### src/rtl/box_filter_pkg.sv
// Shared definitions for the time-multiplexed box filter: data width, FSM states
// and the running-sum width needed to hold a full window without overflow.
package box_filter_pkg;

  localparam int DATA_W = 32;

  typedef enum logic [1:0] {
    INIT,
    RUN,
    CLEAR
  } state_t;

  function automatic int sum_width(input int filter_size);
    return DATA_W + $clog2(filter_size);
  endfunction

endpackage

### src/rtl/rr_arbiter.sv
// Round-robin arbiter: one-hot grant among requesters, searching from the
// requester after the last one that was actually served.
module rr_arbiter #(
  parameter int N = 4
) (
  input  logic         clk,
  input  logic         rst,
  input  logic [N-1:0] req,
  input  logic         advance,
  output logic [N-1:0] grant
);

  localparam int PW = (N > 1) ? $clog2(N) : 1;

  logic [PW-1:0] last;
  logic [PW-1:0] grant_idx;
  int            idx;

  // Scan farthest-first so the nearest requester after 'last' overwrites the rest.
  always_comb begin
    grant     = '0;
    grant_idx = last;
    idx       = 0;
    for (int k = N; k >= 1; k--) begin
      idx = int'(last) + k;
      if (idx >= N) idx = idx - N;
      if (req[idx]) begin
        grant      = '0;
        grant[idx] = 1'b1;
        grant_idx  = PW'(idx);
      end
    end
  end

  always_ff @(posedge clk or posedge rst) begin
    if (rst) begin
      last <= PW'(N - 1);
    end else if (advance && |grant) begin
      last <= grant_idx;
    end
  end

endmodule

### src/rtl/box_filter_sched.sv
// Moving-average filter shared by NUM_CH requesters: a round-robin grant picks one
// sample per cycle, and a per-channel history ring keeps each window's running sum.
module box_filter_sched
  import box_filter_pkg::*;
#(
  parameter int NUM_CH      = 4,
  parameter int FILTER_SIZE = 4
) (
  input  logic                      clk,
  input  logic                      rst,
  input  logic [NUM_CH-1:0]         req_valid,
  output logic [NUM_CH-1:0]         req_ready,
  input  logic [NUM_CH*32-1:0]      req_data,
  input  logic                      flush,
  output logic                      out_valid,
  input  logic                      out_ready,
  output logic [$clog2(NUM_CH)-1:0] out_ch,
  output logic [31:0]               out_data
);

  localparam int CHW   = $clog2(NUM_CH);
  localparam int FW    = $clog2(FILTER_SIZE);
  localparam int DEPTH = NUM_CH * FILTER_SIZE;
  localparam int AW    = $clog2(DEPTH);
  localparam int SW    = sum_width(FILTER_SIZE);

  state_t            state;
  state_t            state_next;
  logic [AW-1:0]     clr_cnt;
  logic              sweep_done;
  logic [DATA_W-1:0] hist [DEPTH];
  logic [SW-1:0]     sum  [NUM_CH];
  logic [FW-1:0]     wp   [NUM_CH];
  logic [NUM_CH-1:0] grant;
  logic              can_accept;
  logic              accept;
  logic [CHW-1:0]    sel;
  logic [DATA_W-1:0] sample;
  logic [DATA_W-1:0] oldest;
  logic [AW-1:0]     wr_addr;
  logic [SW-1:0]     new_sum;

  assign can_accept = (state == RUN) && !flush && (!out_valid || out_ready);
  assign req_ready  = can_accept ? grant : '0;
  assign accept     = |req_ready;

  rr_arbiter #(.N(NUM_CH)) u_arb (
    .clk     (clk),
    .rst     (rst),
    .req     (req_valid),
    .advance (accept),
    .grant   (grant)
  );

  always_comb begin
    sel = '0;
    for (int i = 0; i < NUM_CH; i++) begin
      if (grant[i]) sel = CHW'(i);
    end
  end

  // FILTER_SIZE is a power of two, so {channel, pointer} is a dense history address.
  assign wr_addr    = {sel, wp[sel]};
  assign sample     = req_data[int'(sel)*DATA_W +: DATA_W];
  assign oldest     = hist[wr_addr];
  assign new_sum    = sum[sel] + SW'(sample) - SW'(oldest);
  assign sweep_done = (clr_cnt == AW'(DEPTH - 1));

  always_ff @(posedge clk or posedge rst) begin
    if (rst) state <= INIT;
    else     state <= state_next;
  end

  always_comb begin
    state_next = state;
    case (state)
      INIT, CLEAR: if (sweep_done) state_next = RUN;
      RUN:         if (flush) state_next = CLEAR;
      default:     state_next = INIT;
    endcase
  end

  always_ff @(posedge clk or posedge rst) begin
    if (rst) begin
      clr_cnt <= '0;
    end else if (state != RUN && !sweep_done) begin
      clr_cnt <= clr_cnt + AW'(1);
    end else begin
      clr_cnt <= '0;
    end
  end

  // History carries no reset; the INIT/CLEAR sweep zeroes it one entry per cycle.
  always_ff @(posedge clk) begin
    if (state != RUN) begin
      hist[clr_cnt] <= '0;
    end else if (accept) begin
      hist[wr_addr] <= sample;
    end
  end

  always_ff @(posedge clk or posedge rst) begin
    if (rst) begin
      for (int i = 0; i < NUM_CH; i++) begin
        sum[i] <= '0;
        wp[i]  <= '0;
      end
    end else if (state != RUN || flush) begin
      for (int i = 0; i < NUM_CH; i++) begin
        sum[i] <= '0;
        wp[i]  <= '0;
      end
    end else if (accept) begin
      sum[sel] <= new_sum;
      wp[sel]  <= wp[sel] + FW'(1);
    end
  end

  always_ff @(posedge clk or posedge rst) begin
    if (rst) begin
      out_valid <= 1'b0;
      out_ch    <= '0;
      out_data  <= '0;
    end else if (accept) begin
      out_valid <= 1'b1;
      out_ch    <= sel;
      out_data  <= DATA_W'(new_sum >> FW);
    end else if (out_ready) begin
      out_valid <= 1'b0;
    end
  end

endmodule
### config.mk
export PLATFORM = sky130hd
export DESIGN_NAME = box_filter_sched
export DESIGN_NICKNAME = d
export VERILOG_FILES = /design/src/rtl/box_filter_pkg.sv /design/src/rtl/rr_arbiter.sv /design/src/rtl/box_filter_sched.sv
export SDC_FILE = /design/constraint.sdc
export NUM_CORES = 1
export LEC_CHECK = 0
export ABC_AREA = 1
export CORE_UTILIZATION = 45
export CTS_CLUSTER_DIAMETER = 80
export CTS_CLUSTER_SIZE = 10
export DETAILED_ROUTE_END_ITERATION = 7
export GPL_TIMING_DRIVEN = 0
export PLACE_DENSITY = 0.62
export SYNTH_ARGS = -nofsm -noshare
export SYNTH_HDL_FRONTEND = slang
export SYNTH_SLANG_ARGS = --single-unit
### constraint.sdc
create_clock -name clk -period 8 [get_ports clk]
set_input_delay 1.6 -clock clk [delete_from_list [all_inputs] [get_ports clk]]
set_output_delay 1.6 -clock clk [all_outputs]
set_load 0.05 [all_outputs]
==> run metrics <==
outcome=finished, final reports clean; leading post-synthesis cells by cell area=edfxtp_1, dfrtp_1, nand2_1; final worst clock skew=roughly 26 ps; min cycle time layout=approximately 7700 ps; sum of routed wire length over all layers=113,000 um; CP startpoint kind=input pin; YS warnings=0; CP Buf/Inv Count=5; flops & latches, synth=699; slew at the pin with the worst max-slew slack=around 1300 ps; floorplan row count=around 100; period utilisation layout=95.7%; area share of the leading cell type in the synthesized netlist=46.6%; die outline height=273 um; predominant post-synthesis flop cell=edfxtp_1; first-pass iteration count of the detailed router=8; average cell area after synthesis=9.88 um^2; worst path required time=8470 ps; # nets final=around 3,800; cts hold-fix bufs=0; Initial Utilization=between 40 and 50%; M1 GR Usage=45.0%; Post-Syn Nets=3,548; maximum number of pins on one net before global-route repair=120; clk buf depth=3; number of setup violations in the final report=0; met2 track utilization from global routing=43.8%; reg-to-reg critical path startpoint=u_arb.last[0]; family with the most delay on the worst path=simple AND/OR/NAND/NOR gates; worst min-delay path startpoint=out_data[29]; kind of end point of the critical path=register; cell count of the worst reg-to-reg path=29; RSZ-0062 raised after global routing=false; fraction of registers with async set or reset after synthesis=26.8%; clock buffers created by TritonCTS=80; register clock-pin slew on the reported worst setup and hold paths=50 ps; Sink Count=between 600 and 700; area of the multi-input gates=11,400 um^2; Worst path slowest cell=o21ai_0; worst min-delay path class=reg2reg; worst setup path class=in2reg; placed wire-length estimate after detailed placement=between 80,000 and 90,000 um; detail-routed net length per standard cell=24.6 um; total via count in the routed design=26,500; floorplan die area=around 74,000 um^2; Via-to-Cell Ratio=5.77; TritonCTS clock tree=done; placeable core region=slightly above 70,000 um^2; antenna violations before repair=2; H-Tree Level Count=3; Residual DRC=0; weighted congestion reported at the end of routability-driven placement=0.929; largest area contributor in the synthesized netlist=edfxtp_1; most heavily used metal layer in global routing=met1; number of max-slew violations in the final report=0; Layout area overhead=18.4%; number of standard cells after synthesis=~3,300; buffers added on ports=~170; count of antenna-violating nets left after detailed routing=0; vias in the first global route=approximately 25,000; fill count=6,344; Antenna diodes=0; achievable clock frequency=0.131 GHz; die width=273 um; number of distinct library cells after synthesis=45; worst-case headroom to the max-slew limit=between 15 and 20%; DR iter-0 viols=3,450; register area share after synthesis=60.9%; number of top-level design ports=175; setup slack of the most critical reg-to-reg path=610 ps; Worst path max stage delay=700 ps; GRT overflow=0; Maximum Capacitance Violations=0; sequential cell area=20,100 um^2; Post-Synthesis Cell Area=33,000 um^2; global-route wire length before repair=approximately 170,000 um; hold violation total from the final report=0; layout cells sized above 1=8.69%; Root Buffer=clkbuf_16; count of flip-flops with a built-in enable after synthesis=between 500 and 600; worst slack, placed=-1190 ps; clock insertion delay at the later pin of the skew report=640 ps; post-route setup slack=between 300 and 400 ps; Hold Path Depth=2; arrival time of the worst setup path=8120 ps; aggregate global-route resource usage=30.6%; capture endpoint of the worst hold path=out_data[29]; critical-path maximum fanout=10; FF-to-FF End=sum[23]; GR Util met3=7.05%
[cell usage in the layout (no fill, tap or decap), drive strengths merged, types with 11 or more instances in the layout]
| cell | count |
|---|---|
| clkdlybuf4s50 | 174 |
| buf | 137 |
| o221ai | 26 |
| o22ai | 87 |
| nor2 | 163 |
| dfrtp | 185 |
| a31oi | 34 |
| a21oi | 68 |
| o211ai | 25 |
| fa | 32 |
| inv | 240 |
| clkbuf | 185 |
| nand2 | 876 |
| o21ai | 147 |
| ha | 43 |
| nand3b | 11 |
| nand3 | 637 |
| edfxtp | 512 |
[registers in the layout, summed over array words and instances, names as in the netlist]
signal / flops
out_valid: 1
out_data: 32
out_ch: 2
u_arb.last: 2
wp: 8
sum: 136
clr_cnt: 4
state: 2
hist: 512
[how the worst max path moves through the flow]
| stage | depth (start not counted) | start | slack [ps] | end |
|---|---|---|---|---|
| 2_1_floorplan | 1 | rst | 1320 | clr_cnt[0] |
| 3_3_place_gp | 2 | rst | -1350 | clr_cnt[1] |
| 3_5_place_dp | 27 | req_valid[3] | -1190 | sum[27] |
| 4_1_cts | 34 | req_valid[3] | 2 | sum[30] |
| 5_1_grt | 35 | req_valid[2] | 5 | sum[98] |
| 6_report | 29 | req_valid[3] | 350 | sum[23] |
[synth_stat cells, types with 6 or more instances]
cell type and count:
nand2_1 868, nand3_1 632, edfxtp_1 512, inv_1 227
dfrtp_1 185, nor2_1 158, o21ai_0 138, o22ai_1 87
clkbuf_1 86, buf_2 75, a21oi_1 66, ha_1 43
a31oi_1 34, fa_1 32, o221ai_1 26, o211ai_1 25
buf_4 18, buf_1 14, nand3b_1 11, inv_2 10
nand4_1 10, o21ai_1 9, or2_2 9, xor2_1 6
[timing repair]
action | 4_1_cts | 5_1_grt
hold endpoints to repair | 0 | 0
buffers inserted | 0 | 0
setup endpoints to repair | 35 | 83
gates cloned | 0 | 0
gates resized for setup | 6 | 29
[stage by stage]
step                setup TNS [ps]  utilization, %  area (um^2)  std cells  hold slack (ps)
CTS                              0            54.1        39000       4598              480
global placement           -324710            49.9        35900       4461              459
finish                           0            54.2        39000       4598              476
global route                     0            54.2        39000       4598              493
floorplan                        0               -        33000       3337              436
detailed placement          -63070            51.1        36800       4494              462
[routing by layer]
metal / wire length [um] / share of wire (%)
met4: 4110 / 3.6
met1: 48400 / 43
met5: 0 / 0
met3: 12900 / 11
met2: 47500 / 42
[tightest hold or removal path: stages (launching register included)]
cell	delay (ps)
dfrtp_1	340
nand2_1	50
nand2_1	50
[final cells by class]
type,count,area share [%]
sequential,699,51.4
multi-input combinational,2205,29.3
timing repair buffer,207,5.93
clock buffer,98,5.41
tap,950,3.05
inverter,240,2.34
buffer,192,2.30
clock inverter,7,0.231
[cell families (layout without fill, tap and decap cells)]
group,after synthesis,count (layout),share of synthesized area [%]
compound gates,406,406,7.33
xor+xnor,8,8,0.235
fa+ha+maj,75,75,3.58
buf+inv,433,744,5.42
flops,699,699,60.9
simple gates,1716,1716,22.6
Power is left out: the tool's default activity adds up to more than one toggle a clock period on the data nets, which glitch-free logic cannot reach.
